## config.mk

```make
export PLATFORM = sky130hd
export DESIGN_NAME = stream_word_serializer
export DESIGN_NICKNAME = d
export VERILOG_FILES = /design/src/rtl/avg_pkg.sv /design/src/rtl/word_accumulator.sv /design/src/rtl/stream_word_serializer.sv
export SDC_FILE = /design/constraint.sdc
export NUM_CORES = 1
export LEC_CHECK = 0
export ABC_AREA = 1
export BUFFER_PORTS_ARGS = -buffer_cell sky130_fd_sc_hd__buf_2
export CORE_MARGIN = 3
export CORE_UTILIZATION = 49
export DETAILED_ROUTE_END_ITERATION = 6
export GPL_TIMING_DRIVEN = 1
export PLACE_DENSITY_LB_ADDON = 0.08
export SKIP_LAST_GASP = 1
export SYNTH_ARGS = -nofsm -noshare
export SYNTH_HDL_FRONTEND = slang
export SYNTH_SLANG_ARGS = --single-unit
```

## constraint.sdc

```tcl
create_clock -name clk -period 1.51 [get_ports clk]
set_input_delay 0.0755 -clock clk [delete_from_list [all_inputs] [get_ports clk]]
set_output_delay 0.0755 -clock clk [all_outputs]
set_load 0.02 [all_outputs]
```

## src/rtl/avg_pkg.sv

```systemverilog
// avg_pkg: shared FSM encoding and width helpers for the stream serializer
package avg_pkg;
  typedef enum logic {ST_IDLE = 1'b0, ST_SHIFT = 1'b1} state_t;
  function automatic int clog2(input int v);
    int r;
    r = 0;
    while ((1 << r) < v) r++;
    return r;
  endfunction
  function automatic int sum_width(input int word_w, input int nwords);
    return word_w + clog2(nwords);
  endfunction
endpackage

```

## src/rtl/word_accumulator.sv

```systemverilog
// word_accumulator: running sum of emitted words, clear has priority over add
module word_accumulator #(
  parameter int WORD_W = 8,
  parameter int SUM_W  = 11
) (
  input  logic              clk,
  input  logic              rst,
  input  logic              clr,
  input  logic              en,
  input  logic [WORD_W-1:0] din,
  output logic [SUM_W-1:0]  acc
);
  always_ff @(posedge clk or negedge rst)
    if (!rst) acc <= '0;
    else acc <= clr ? '0 : en ? acc + SUM_W'(din) : acc;
endmodule

```

## src/rtl/stream_word_serializer.sv

```systemverilog
// stream_word_serializer: loads a wide stream word, emits it word by word, publishes per-stream sum/avg
module stream_word_serializer
  import avg_pkg::*;
#(
  parameter int STREAM_W  = 64,
  parameter int WORD_W    = 8,
  parameter int MSB_FIRST = 1,
  parameter int CNT_W     = 8,
  localparam int NWORDS   = STREAM_W / WORD_W,
  localparam int IDX_W    = clog2(NWORDS),
  localparam int SUM_W    = sum_width(WORD_W, NWORDS)
) (
  input  logic                clk,
  input  logic                rst,
  input  logic [STREAM_W-1:0] data_stream,
  input  logic                load_valid,
  output logic                load_ready,
  output logic [WORD_W-1:0]   q,
  output logic                out_valid,
  input  logic                out_ready,
  output logic                last,
  output logic [IDX_W-1:0]    idx,
  output logic [CNT_W-1:0]    count,
  output logic [SUM_W-1:0]    sum,
  output logic [WORD_W-1:0]   avg,
  output logic                sum_valid
);
  if (STREAM_W % WORD_W != 0 || NWORDS < 2 || (NWORDS & (NWORDS - 1)) != 0) begin : g_bad_params
    $error("stream_word_serializer: STREAM_W/WORD_W must be a power of two >= 2");
  end
  state_t state, state_nx;
  logic [STREAM_W-1:0] shreg;
  logic [SUM_W-1:0] acc, sum_nx;
  logic load_fire, out_fire, last_fire;
  assign out_valid  = state == ST_SHIFT;
  assign q          = MSB_FIRST != 0 ? shreg[STREAM_W-1 -: WORD_W] : shreg[WORD_W-1:0];
  assign last       = out_valid && idx == IDX_W'(NWORDS - 1);
  assign load_ready = state == ST_IDLE || (last && out_ready);
  assign load_fire  = load_valid && load_ready;
  assign out_fire   = out_valid && out_ready;
  assign last_fire  = out_fire && last;
  // the last word is still in flight, so fold it into the published sum here
  assign sum_nx     = acc + SUM_W'(q);
  always_comb begin
    state_nx = state;
    state_nx = load_fire ? ST_SHIFT : last_fire ? ST_IDLE : state;
  end
  always_ff @(posedge clk or negedge rst)
    if (!rst) begin
      state     <= ST_IDLE;
      shreg     <= '0;
      idx       <= '0;
      count     <= '0;
      sum       <= '0;
      avg       <= '0;
      sum_valid <= 1'b0;
    end else begin
      state     <= state_nx;
      shreg     <= load_fire ? data_stream :
                   out_fire  ? (MSB_FIRST != 0 ? shreg << WORD_W : shreg >> WORD_W) : shreg;
      idx       <= load_fire ? '0 : out_fire ? idx + IDX_W'(1) : idx;
      count     <= out_fire ? count + CNT_W'(1) : count;
      sum_valid <= last_fire;
      if (last_fire) begin
        sum <= sum_nx;
        avg <= sum_nx[SUM_W-1:IDX_W];
      end
    end
  word_accumulator #(.WORD_W(WORD_W), .SUM_W(SUM_W)) u_acc (
    .clk (clk),
    .rst (rst),
    .clr (load_fire),
    .en  (out_fire),
    .din (q),
    .acc (acc)
  );
endmodule

```

==> run_results.csv, run 1 <==
group,metric,value,unit
power_and_ir_drop,p_per_area,1720,nW/um2
worst_hold_path,worstHoldStart,"data_stream[20]",
status,status,"complete, but fails checks",
detailed_routing,dr.pass1.iters,7,
synthesis,async_flop_share,100,%
sta,holdWs,0.00783,ns
clock_tree,htreeDepth,3,
critical_path,r2r-end,"shreg[53]",
power_and_ir_drop,ir_drop,885,uV
sta,post-route-period-util,118,%
critical_path,required,1.78,ns
die,core_area,9460,um2
sta,relSlewSlack,70.7,%
synthesis,ys.flop_type,"dfrtp_1",
place,post-place-ws,-0.150,ns
sta,worstMarginPinSlew,0.440,ns
synthesis,synth-seq-area-share,50.8,%
die,die_h,106,um
clock_tree,clock_latency,0.36,ns
sta,setup_viol,87,
critical_path,crit_arrival,2.06,ns
sta,slew_viol_final,0,
critical_path,reg2regPathDepth,9,
critical_path,path_class,"register to register",
sta,rsz0062_at_grt,"yes",
detailed_routing,first_iter_violations,272,
detailed_routing,routed-via-count,4817,
final_layout,final_cell_area,7310,um2
die,pin_count,110,
grt,grt_remaining_overflow,0,
final_layout,area_growth,50.1,%
sta,fmax,561,MHz
synthesis,ys_types,30,
clock_tree,clkSinkCount,99,
detailed_routing,avgViaCountPerCell,5.24,
clock_tree,cts_tree,"done",
detailed_routing,drc,0,
final_layout,nFillCells,666,
detailed_routing,antenna_left,0,
run,maxCapViolCount,0,
grt,antenna_found_initial,0,
sta,layout_setup_ws,-0.274,ns
synthesis,synth_edf_count,0,
grt,track_usage,24.0,%
critical_path,r2r_setup_slack,-0.27,ns
place,hpwl,8.08,mm
die,num_rows,35,
synthesis,synth_top_area_cell,"dfrtp_1",
place,placed_cell_area,5730,um2
sta,post-route-min-period,1.78,ns
place,place.gp.congestion,0.857,
clock_tree,clockBufferDepth,2,
power_and_ir_drop,p_leak,3.60,nW
worst_hold_path,whs_path_depth,3,
synthesis,yosysWarnings,0,
detailed_routing,wl_per_cell,15.8,um
grt,grt_pass1_vias,4636,
worst_hold_path,min_to,"shreg[20]",
final_layout,drive_above_1_share,34.4,%
worst_hold_path,holdCritPathClass,"input port to register",
final_layout,finalNetCount,866,
clock_tree,cts-root-buf,"clkbuf_8",
synthesis,ys_ff_latch,99,
clock_tree,clk_pin_slew,0.10,ns
sta,hold_violations,0,
synthesis,postSynthAreaPerCell,8.34,um2
critical_path,r2r-start,"idx[1]",
critical_path,cp-start-kind,"register",
grt,grt_max_degree,52,
synthesis,synth_top_area_share,50.8,%
place,io_buffers,109,
status,failed_checks,"negative setup slack",
grt,grt_pass1_wl,21.4,mm
synthesis,synthesis.nets,664,
sta,final.setup.tns,-9.20,ns
synthesis,synth_area,4870,um2
die,dieArea,11200,um2
die,start_util,51.5,%
critical_path,crit_path_end_kind,"register",
die,die_w,106,um
synthesis,synthTopCellsByArea,"dfrtp_1, nand2_1, a31oi_1, o21ai_0, nor2_1",
clock_tree,cts_buffers,9,
detailed_routing,wirelength,14.5,mm
synthesis,netlist_instances,584,
sta,clock_skew,0.0109,ns
final_layout,antennaDiodeCount,0,
critical_path,critPathMaxFanout,18,
-- final cells by class --
cell class | instances | area (um2) | area share, %
Inverter | 44 | 168 | 2.29
Timing Repair Buffer | 235 | 2000 | 27.3
Sequential cell | 99 | 2480 | 34.0
Clock buffer | 10 | 128 | 1.75
Clock inverter | 5 | 55.1 | 0.753
Tap cell | 129 | 161 | 2.21
Multi-Input combinational cell | 397 | 2320 | 31.8
-- worst max-delay path by stage --
stage / from / endpoint / slack, ns / depth (start not counted)
finish: idx[1] / shreg[53] / -0.27 / 9
global placement: out_valid / shreg[60] / -0.12 / 8
CTS: idx[1] / load_ready / -0.15 / 6
global route: idx[1] / shreg[53] / -0.33 / 9
detailed placement: idx[1] / shreg[60] / -0.15 / 8
floorplan: idx[1] / shreg[12] / -0.11 / 10
-- cells in the final DEF, fill, tap and decap left out, types with 2 or more instances in the layout --
cell type	netlist	final
nand2_1	189	162
buf_2	4	106
dfrtp_1	99	94
dlygate4sd3_1	0	60
nor2_1	54	51
inv_1	41	40
a31oi_1	38	37
buf_4	17	37
o21ai_1	4	23
nand2_2	3	21
o21ai_2	1	14
nand3_1	20	13
buf_12	0	11
o211ai_1	10	10
nand2_4	1	9
o21ai_0	42	9
clkbuf_8	0	9
buf_6	9	9
ha_4	0	8
xor2_1	7	6
clkbuf_16	0	6
nand3_2	0	5
dfrtp_2	0	5
buf_8	0	4
inv_2	3	3
nand3b_1	3	3
nor2_4	0	2
a22o_1	2	2
a21oi_2	1	2
nand4_1	2	2
nand3_4	0	2
nor2_2	1	2
ha_1	11	2
clkinv_2	0	2
clkinvlp_4	0	2
buf_16	0	2
-- stage by stage --
stage	total power [mW]	std cells	util, %
after floorplan	7.79	584	-
after global placement	9.16	818	60.6
after detailed placement	9.32	818	60.6
after CTS	11.8	907	73.4
after global routing	13.5	919	77.3
final	12.6	919	77.3
-- metal layers --
metal	global-route usage [%]	up-vias	part of all wire [%]	wire length, um
met3	3.86	33	5.1	739
li1	-	2295	-	-
met1	29.4	2322	40	5860
met2	42.3	167	52	7580
met4	9.53	0	2.4	350
met5	0	-	0	0
-- critical path: stages, from the launching register on --
cell       delay, ns
dfrtp_2         0.40
ha_4            0.15
ha_4            0.13
nand2_4         0.07
buf_6           0.12
a21oi_4         0.20
buf_4           0.17
clkbuf_16       0.17
nand2_1         0.10
a31oi_1         0.19
-- logic make-up after synthesis --
logic type	after synthesis	synth area share (%)
fa+ha+maj	12	3.24
xor+xnor	9	1.62
flops	99	50.8
simple gates	274	22.3
buf+inv	88	9.58
compound gates	102	12.4
-- cells in the mapped netlist (2+ instances only) --
library cell / number
xor2_1: 7
a21oi_1: 2
ha_1: 11
o211ai_1: 10
clkbuf_1: 14
inv_2: 3
buf_6: 9
a22o_1: 2
nand2_1: 189
inv_1: 41
nand2_2: 3
nor2_1: 54
buf_4: 17
xnor2_1: 2
nand3_1: 20
nand4_1: 2
dfrtp_1: 99
o21ai_1: 4
o21ai_0: 42
nand3b_1: 3
buf_2: 4
a31oi_1: 38
-- report_power, final --
group / switching, mW / leakage [nW] / internal, mW
Sequential: 0.726 / 1.22 / 3.59
Combinational: 3.64 / 2.30 / 2.96
Clock: 0.929 / 0.0881 / 0.753
-- state kept, by name (all words and copies together) (netlist names) --
register   count
sum_valid      1
sum           11
idx            3
out_valid      1
u_acc.acc     11
count          8
shreg         64
-- timing repair --
action | in CTS | in global routing
pin swaps | 11 | 18
setup endpoints to repair | 80 | 90
resized for setup | 59 | 72
gates cloned | 5 | 6
endpoints found under the hold margin | 90 | 0
hold buffers | 60 | 0
setup buffers | 10 | 12
Power figures use the tool's default switching activity.
==> run 2: changes to the inputs <==
Settings changed: ABC_AREA 1 to 0, CORE_UTILIZATION 49 to 54.
Clock period 1.51 ns to 1.9 ns, I/O delays scaled along.
==> run 2 against run 1 <==
The run still ends with negative setup slack left; clock skew about the same; non-clock buffer count fell by 88; clock power shrank 22%; die area down 12%; worst hold slack improved by 0.0010 ns; routed wire length is 29% lower; first-iteration DRC count is 65% lower; via count is 27% lower; critical path depth decreased by 2; synthesized cell count decreased by 23%; largest cell class unchanged; highest routed layer unchanged.
==> run_results.csv, run 2 <==
group,metric,value,unit
clock_tree,cts_tree,"done",
critical_path,cp-start-kind,"register",
place,placed_cell_area,5420,um2
die,start_util,56.5,%
final_layout,area_growth,23.9,%
sta,slew_viol_final,0,
final_layout,final_common_cell,"buf_2",
synthesis,netlist_instances,450,
synthesis,ys.flop_type,"dfrtp_1",
final_layout,drive_above_1_share,29.9,%
grt,grt_remaining_overflow,0,
final_layout,reg_top3,"shreg x64, sum x11, u_acc.acc x11",
die,num_rows,33,
run,maxCapViolCount,0,
sta,rsz0062_at_grt,"yes",
synthesis,synthesis.nets,530,
critical_path,cp_slowest_cell,"dfrtp_1",
synthesis,synth-seq-area-share,52.6,%
synthesis,synth_edf_count,0,
synthesis,synth_top_area_cell,"dfrtp_1",
sta,layout_setup_ws,-0.117,ns
detailed_routing,first_iter_violations,95,
detailed_routing,wl_per_cell,15.3,um
critical_path,crit_path_max_incr_delay,0.39,ns
power_and_ir_drop,p_per_area,1310,nW/um2
critical_path,crit_buf_inv,0,
clock_tree,clock_latency,0.36,ns
synthesis,async_flop_share,100,%
die,die_h,99.4,um
grt,track_usage,21.9,%
sta,fmax,496,MHz
synthesis,synth_commonest_cells,"dfrtp_1, nand2_1, mux2i_1",
clock_tree,htreeDepth,3,
synthesis,yosysMostFrequentCell,"dfrtp_1",
place,hpwl,7.45,mm
clock_tree,cts_buffers,9,
sta,relSlewSlack,65.6,%
critical_path,required,2.15,ns
die,die_w,99.4,um
critical_path,path_class,"register to register",
worst_hold_path,holdCritPathClass,"input port to register",
synthesis,ys_ff_latch,99,
clock_tree,clkSinkCount,99,
clock_tree,cts-root-buf,"clkbuf_8",
grt,grt_pass1_vias,3563,
critical_path,critPathMaxFanout,3,
final_layout,final_cell_area,5840,um2
sta,clock_skew,0.0105,ns
final_layout,layout_common_cells,"buf_2, dfrtp_1, nand2_1, mux2i_1, o21ai_0",
place,post-place-ws,-0.155,ns
synthesis,postSynthAreaPerCell,10.5,um2
detailed_routing,antenna_left,0,
status,failed_checks,"negative setup slack",
die,pin_count,110,
place,place.gp.congestion,0.874,
sta,setup_viol,8,
synthesis,synth_area,4710,um2
final_layout,antennaDiodeCount,0,
sta,post-route-period-util,106,%
detailed_routing,drc,0,
critical_path,crit_chain,"ha_2 > fa_2 > a21o_1 > a221oi_4 > a221o_2 > xor2_1 > o21ai_1",
synthesis,yosysWarnings,0,
power_and_ir_drop,p_leak,2.72,nW
clock_tree,clockBufferDepth,2,
sta,worstMarginPinSlew,0.510,ns
grt,antenna_found_initial,0,
critical_path,r2r_setup_slack,-0.12,ns
detailed_routing,wirelength,10.3,mm
grt,grt_max_degree,62,
status,status,"complete, but fails checks",
final_layout,finalNetCount,647,
grt,grt_pass1_wl,17.1,mm
final_layout,largest_reg_flops,64,
critical_path,cp_top_family,"compound AO/OA/AOI/OAI gates",
detailed_routing,avgViaCountPerCell,5.22,
synthesis,synth_top_area_share,52.6,%
final_layout,multi_input_area,2070,um2
die,core_area,8340,um2
clock_tree,clk_pin_slew,0.09,ns
synthesis,synthTopCellsByArea,"dfrtp_1, mux2i_1, nand2_1, o21ai_0, o21ai_1",
place,io_buffers,109,
final_layout,seq_area,2480,um2
die,dieArea,9880,um2
critical_path,crit_path_end_kind,"register",
power_and_ir_drop,ir_drop,553,uV
synthesis,ys_types,35,
detailed_routing,dr.pass1.iters,4,
detailed_routing,routed-via-count,3530,
sta,post-route-min-period,2.02,ns
critical_path,crit_arrival,2.27,ns
final_layout,regMostFlops,"shreg",
sta,hold_violations,0,
final_layout,nFillCells,676,
==> run 2: final cells by class <==
class                      instances  area share (%)
multi-input combinational        307            35.5
clock buffer                      12            2.49
clock inverter                     3           0.686
tap                              105            2.25
timing repair buffer             147            16.4
inverter                           3           0.193
sequential                        99            42.5
==> run 2: routing by layer <==
layer	vias up	wire length (um)	GRT usage (%)
li1	1763	-	-
met4	0	269	8.72
met2	89	5030	36.4
met3	17	593	4.84
met1	1661	4420	27.9
met5	-	0	0
==> run 2: cells by family (layout without fill, tap and decap cells) <==
| family | after synthesis | after routing | share of synthesized area [%] |
|---|---|---|---|
| simple gates | 114 | 114 | 9.64 |
| buf+inv | 44 | 165 | 5.84 |
| mux | 58 | 58 | 12.4 |
| flops | 99 | 99 | 52.6 |
| xor+xnor | 16 | 16 | 2.97 |
| fa+ha+maj | 12 | 12 | 3.35 |
| compound gates | 107 | 107 | 13.2 |
==> run 2: final timing paths <==
check / start / endpoint / depth (start not counted)
hold reg to reg: count[7] / count[7] / 1
max in group asynchronous: rst / shreg[36] / 3
setup reg to reg: shreg[56] / sum[10] / 7
setup / recovery: shreg[56] / sum[10] / 7
hold / removal: data_stream[14] / shreg[14] / 3
min in group asynchronous: rst / sum[9] / 2
==> run 2: stage by stage <==
stage | std cells | util [%] | hold WS (ns) | setup TNS [ns] | power, mW
floorplan | 450 | - | -0.201 | -0.0409 | 5.25
global placement | 644 | 65.0 | 0.0774 | -0.411 | 6.04
detailed placement | 644 | 65.0 | 0.0747 | -0.673 | 6.16
CTS | 669 | 68.8 | 0.000265 | -0.348 | 7.55
global route | 676 | 70.0 | 0.00233 | -1.42 | 8.19
finish | 676 | 70.0 | 0.00884 | -0.458 | 7.64
==> run 2: power breakdown <==
| part | internal [mW] | switching (mW) | leakage, nW |
|---|---|---|---|
| Clock | 0.635 | 0.679 | 0.0962 |
| Sequential | 2.76 | 0.485 | 1.32 |
| Combinational | 1.35 | 1.73 | 1.31 |
==> run 2: tightest hold or removal path, stage by stage <==
cell	delay [ns]
buf_2	0.07
mux2i_1	0.06
o21ai_1	0.11
==> run 2: repair_timing <==
item / 4_1_cts / 5_1_grt
buffers inserted: 0 / 7
cloned: 0 / 0
resized for setup: 5 / 10
hold endpoints to repair: 40 / 0
hold buffers: 10 / 0
pin swaps: 2 / 6
endpoints found under the setup margin: 9 / 30
==> run 3: changes to the inputs <==
==> constraint.sdc (replaced) <==
create_clock -name clk -period 1.9 [get_ports clk]
set_input_delay 0.19 -clock clk [delete_from_list [all_inputs] [get_ports clk]]
set_output_delay 0.19 -clock clk [all_outputs]
set_load 0.02 [all_outputs]
==> run 3 against run 2 <==
The flow still finishes with violations (negative setup slack); clock-buffer cell count decreased by 3; cell area is 2.1% lower; register-to-register slack better by 0.03 ns; fmax grew 1.5%; routed wire length shrank 1.3%; sequential share of layout area increased by 0.93 points; die area did not move; global-route usage is 0.12 points lower; worst hold slack improved by 0.034 ns; critical path type unchanged; critical endpoint unchanged; largest power group unchanged.
==> run_results.csv, run 3 (same netlist as run 2, synthesis figures left out) <==
group,metric,value,unit
status,status,"complete, but fails checks",
status,failed_checks,"negative setup slack",
worst_hold_path,holdCritPathClass,"input port to register",
critical_path,cp-start-kind,"register",
clock_tree,clockBufferDepth,2,
sta,layout_setup_ws,-0.0879,ns
detailed_routing,wl_per_cell,15.3,um
die,core_area,8340,um2
die,num_rows,33,
final_layout,regMostFlops,"shreg",
sta,fmax,503,MHz
die,start_util,56.5,%
die,die_w,99.4,um
final_layout,antennaDiodeCount,0,
place,io_buffers,109,
final_layout,nFillCells,654,
final_layout,final_core_util,68.5,%
critical_path,crit_path_end_kind,"register",
sta,post-route-period-util,105,%
final_layout,reg_top3,"shreg x64, sum x11, u_acc.acc x11",
detailed_routing,routed-via-count,3523,
critical_path,crit_arrival,2.25,ns
sta,clock_skew,0.0106,ns
sta,worstMarginPinSlew,0.496,ns
clock_tree,clkSinkCount,99,
die,die_h,99.4,um
sta,holdWs,0.0424,ns
final_layout,area_growth,21.3,%
final_layout,final_common_cell,"buf_2",
final_layout,drive_above_1_share,30.5,%
clock_tree,clock_latency,0.36,ns
detailed_routing,avgViaCountPerCell,5.30,
clock_tree,cts_buffers,9,
sta,final.setup.tns,-0.295,ns
grt,grt_pass1_vias,3523,
place,hpwl,7.31,mm
critical_path,path_class,"register to register",
die,pin_count,110,
sta,post-route-min-period,1.99,ns
sta,setup_viol,5,
sta,hold_violations,0,
detailed_routing,drc,0,
critical_path,required,2.16,ns
clock_tree,cts-root-buf,"clkbuf_8",
die,dieArea,9880,um2
power_and_ir_drop,ir_drop,483,uV
grt,grt_max_degree,114,
clock_tree,cts_tree,"done",
detailed_routing,dr.pass1.iters,4,
final_layout,largest_reg_flops,64,
detailed_routing,wirelength,10.2,mm
grt,grt_remaining_overflow,0,
sta,slew_viol_final,0,
detailed_routing,antenna_left,0,
final_layout,layout_common_cells,"buf_2, dfrtp_1, nand2_1, mux2i_1, o21ai_0",
run,maxCapViolCount,0,
grt,track_usage,21.8,%
final_layout,final_cell_area,5710,um2
critical_path,critPathMaxFanout,3,
place,place.gp.congestion,0.845,
sta,rsz0062_at_grt,"yes",
grt,grt_pass1_wl,17.0,mm
final_layout,finalNetCount,635,
clock_tree,clk_pin_slew,0.10,ns
power_and_ir_drop,p_per_area,1340,nW/um2
sta,relSlewSlack,66.6,%
power_and_ir_drop,total_power,7.65,mW
grt,antenna_found_initial,0,
clock_tree,htreeDepth,3,
power_and_ir_drop,p_leak,2.66,nW
place,placed_cell_area,5400,um2
detailed_routing,first_iter_violations,113,
==> run 3: changes by cell type in the layout (fill, tap and decap cells not counted) <==
cell and delta:
clkinvlp_4 +1, ha_4 +1, o21bai_1 +1, buf_4 -1
mux2i_4 -1, clkbuf_1 -2, dlygate4sd3_1 -9, mux2i_2 +1
buf_12 -2, ha_1 -1, clkbuf_8 -1, o21bai_2 -1
inv_6 +3
==> run 3: per-stage QoR <==
step,setup WS [ns],instances
floorplan,-0.0409,450
global placement,-0.108,644
detailed placement,-0.173,644
CTS,-0.0808,664
global route,-0.210,665
finish,-0.0879,665
==> run 3: layout make-up <==
| type | instances | area, um2 | area share [%] |
|---|---|---|---|
| flip-flops and latches | 99 | 2480 | 43.4 |
| multi-input cells | 307 | 2070 | 36.3 |
| repair buffers | 135 | 821 | 14.4 |
| well taps | 105 | 131 | 2.30 |
| clock buffers | 9 | 124 | 2.17 |
| clock inverters | 7 | 73.8 | 1.29 |
| inverters | 3 | 11.3 | 0.197 |
==> run 3: what timing repair did <==
| action | in CTS | in global routing |
|---|---|---|
| endpoints found under the hold margin | 31 | 0 |
| setup endpoints to repair | 9 | 12 |
| gates resized for setup | 6 | 8 |
| pin swaps | 2 | 1 |
| buffers inserted | 3 | 1 |
| hold buffers | 1 | 0 |
==> run 3: layer usage <==
layer | track usage, % | vias up | wire [um]
li1 | - | 1742 | -
met4 | 7.88 | 0 | 167
met1 | 27.9 | 1680 | 4290
met3 | 5.96 | 11 | 622
met5 | 0 | - | 0
met2 | 35.6 | 90 | 5100
==> run 3: power breakdown <==
part	internal [mW]	switching (mW)
clock network	0.619	0.756
registers	2.76	0.489
logic	1.31	1.72
==> run 3: worst paths after layout <==
check / to / slack [ns] / startpoint / depth (start not counted)
setup / recovery: sum[10] / -0.09 / u_acc.acc[0] / 7
hold / removal: shreg[0] / 0.04 / data_stream[0] / 2
setup reg to reg: sum[10] / -0.09 / u_acc.acc[0] / 7
hold reg to reg: count[7] / 0.49 / count[7] / 1
max in group asynchronous: shreg[57] / 0.90 / rst / 3
min in group asynchronous: sum[10] / 0.30 / rst / 2
==> run 3: critical path, cell delays in order (launching register included) <==
cell and delay [ns]:
dfrtp_1 0.40, ha_2 0.20, fa_2 0.34, a21o_1 0.21, a221oi_4 0.30, a221o_2 0.24, xor2_1 0.14, o21ai_1 0.06
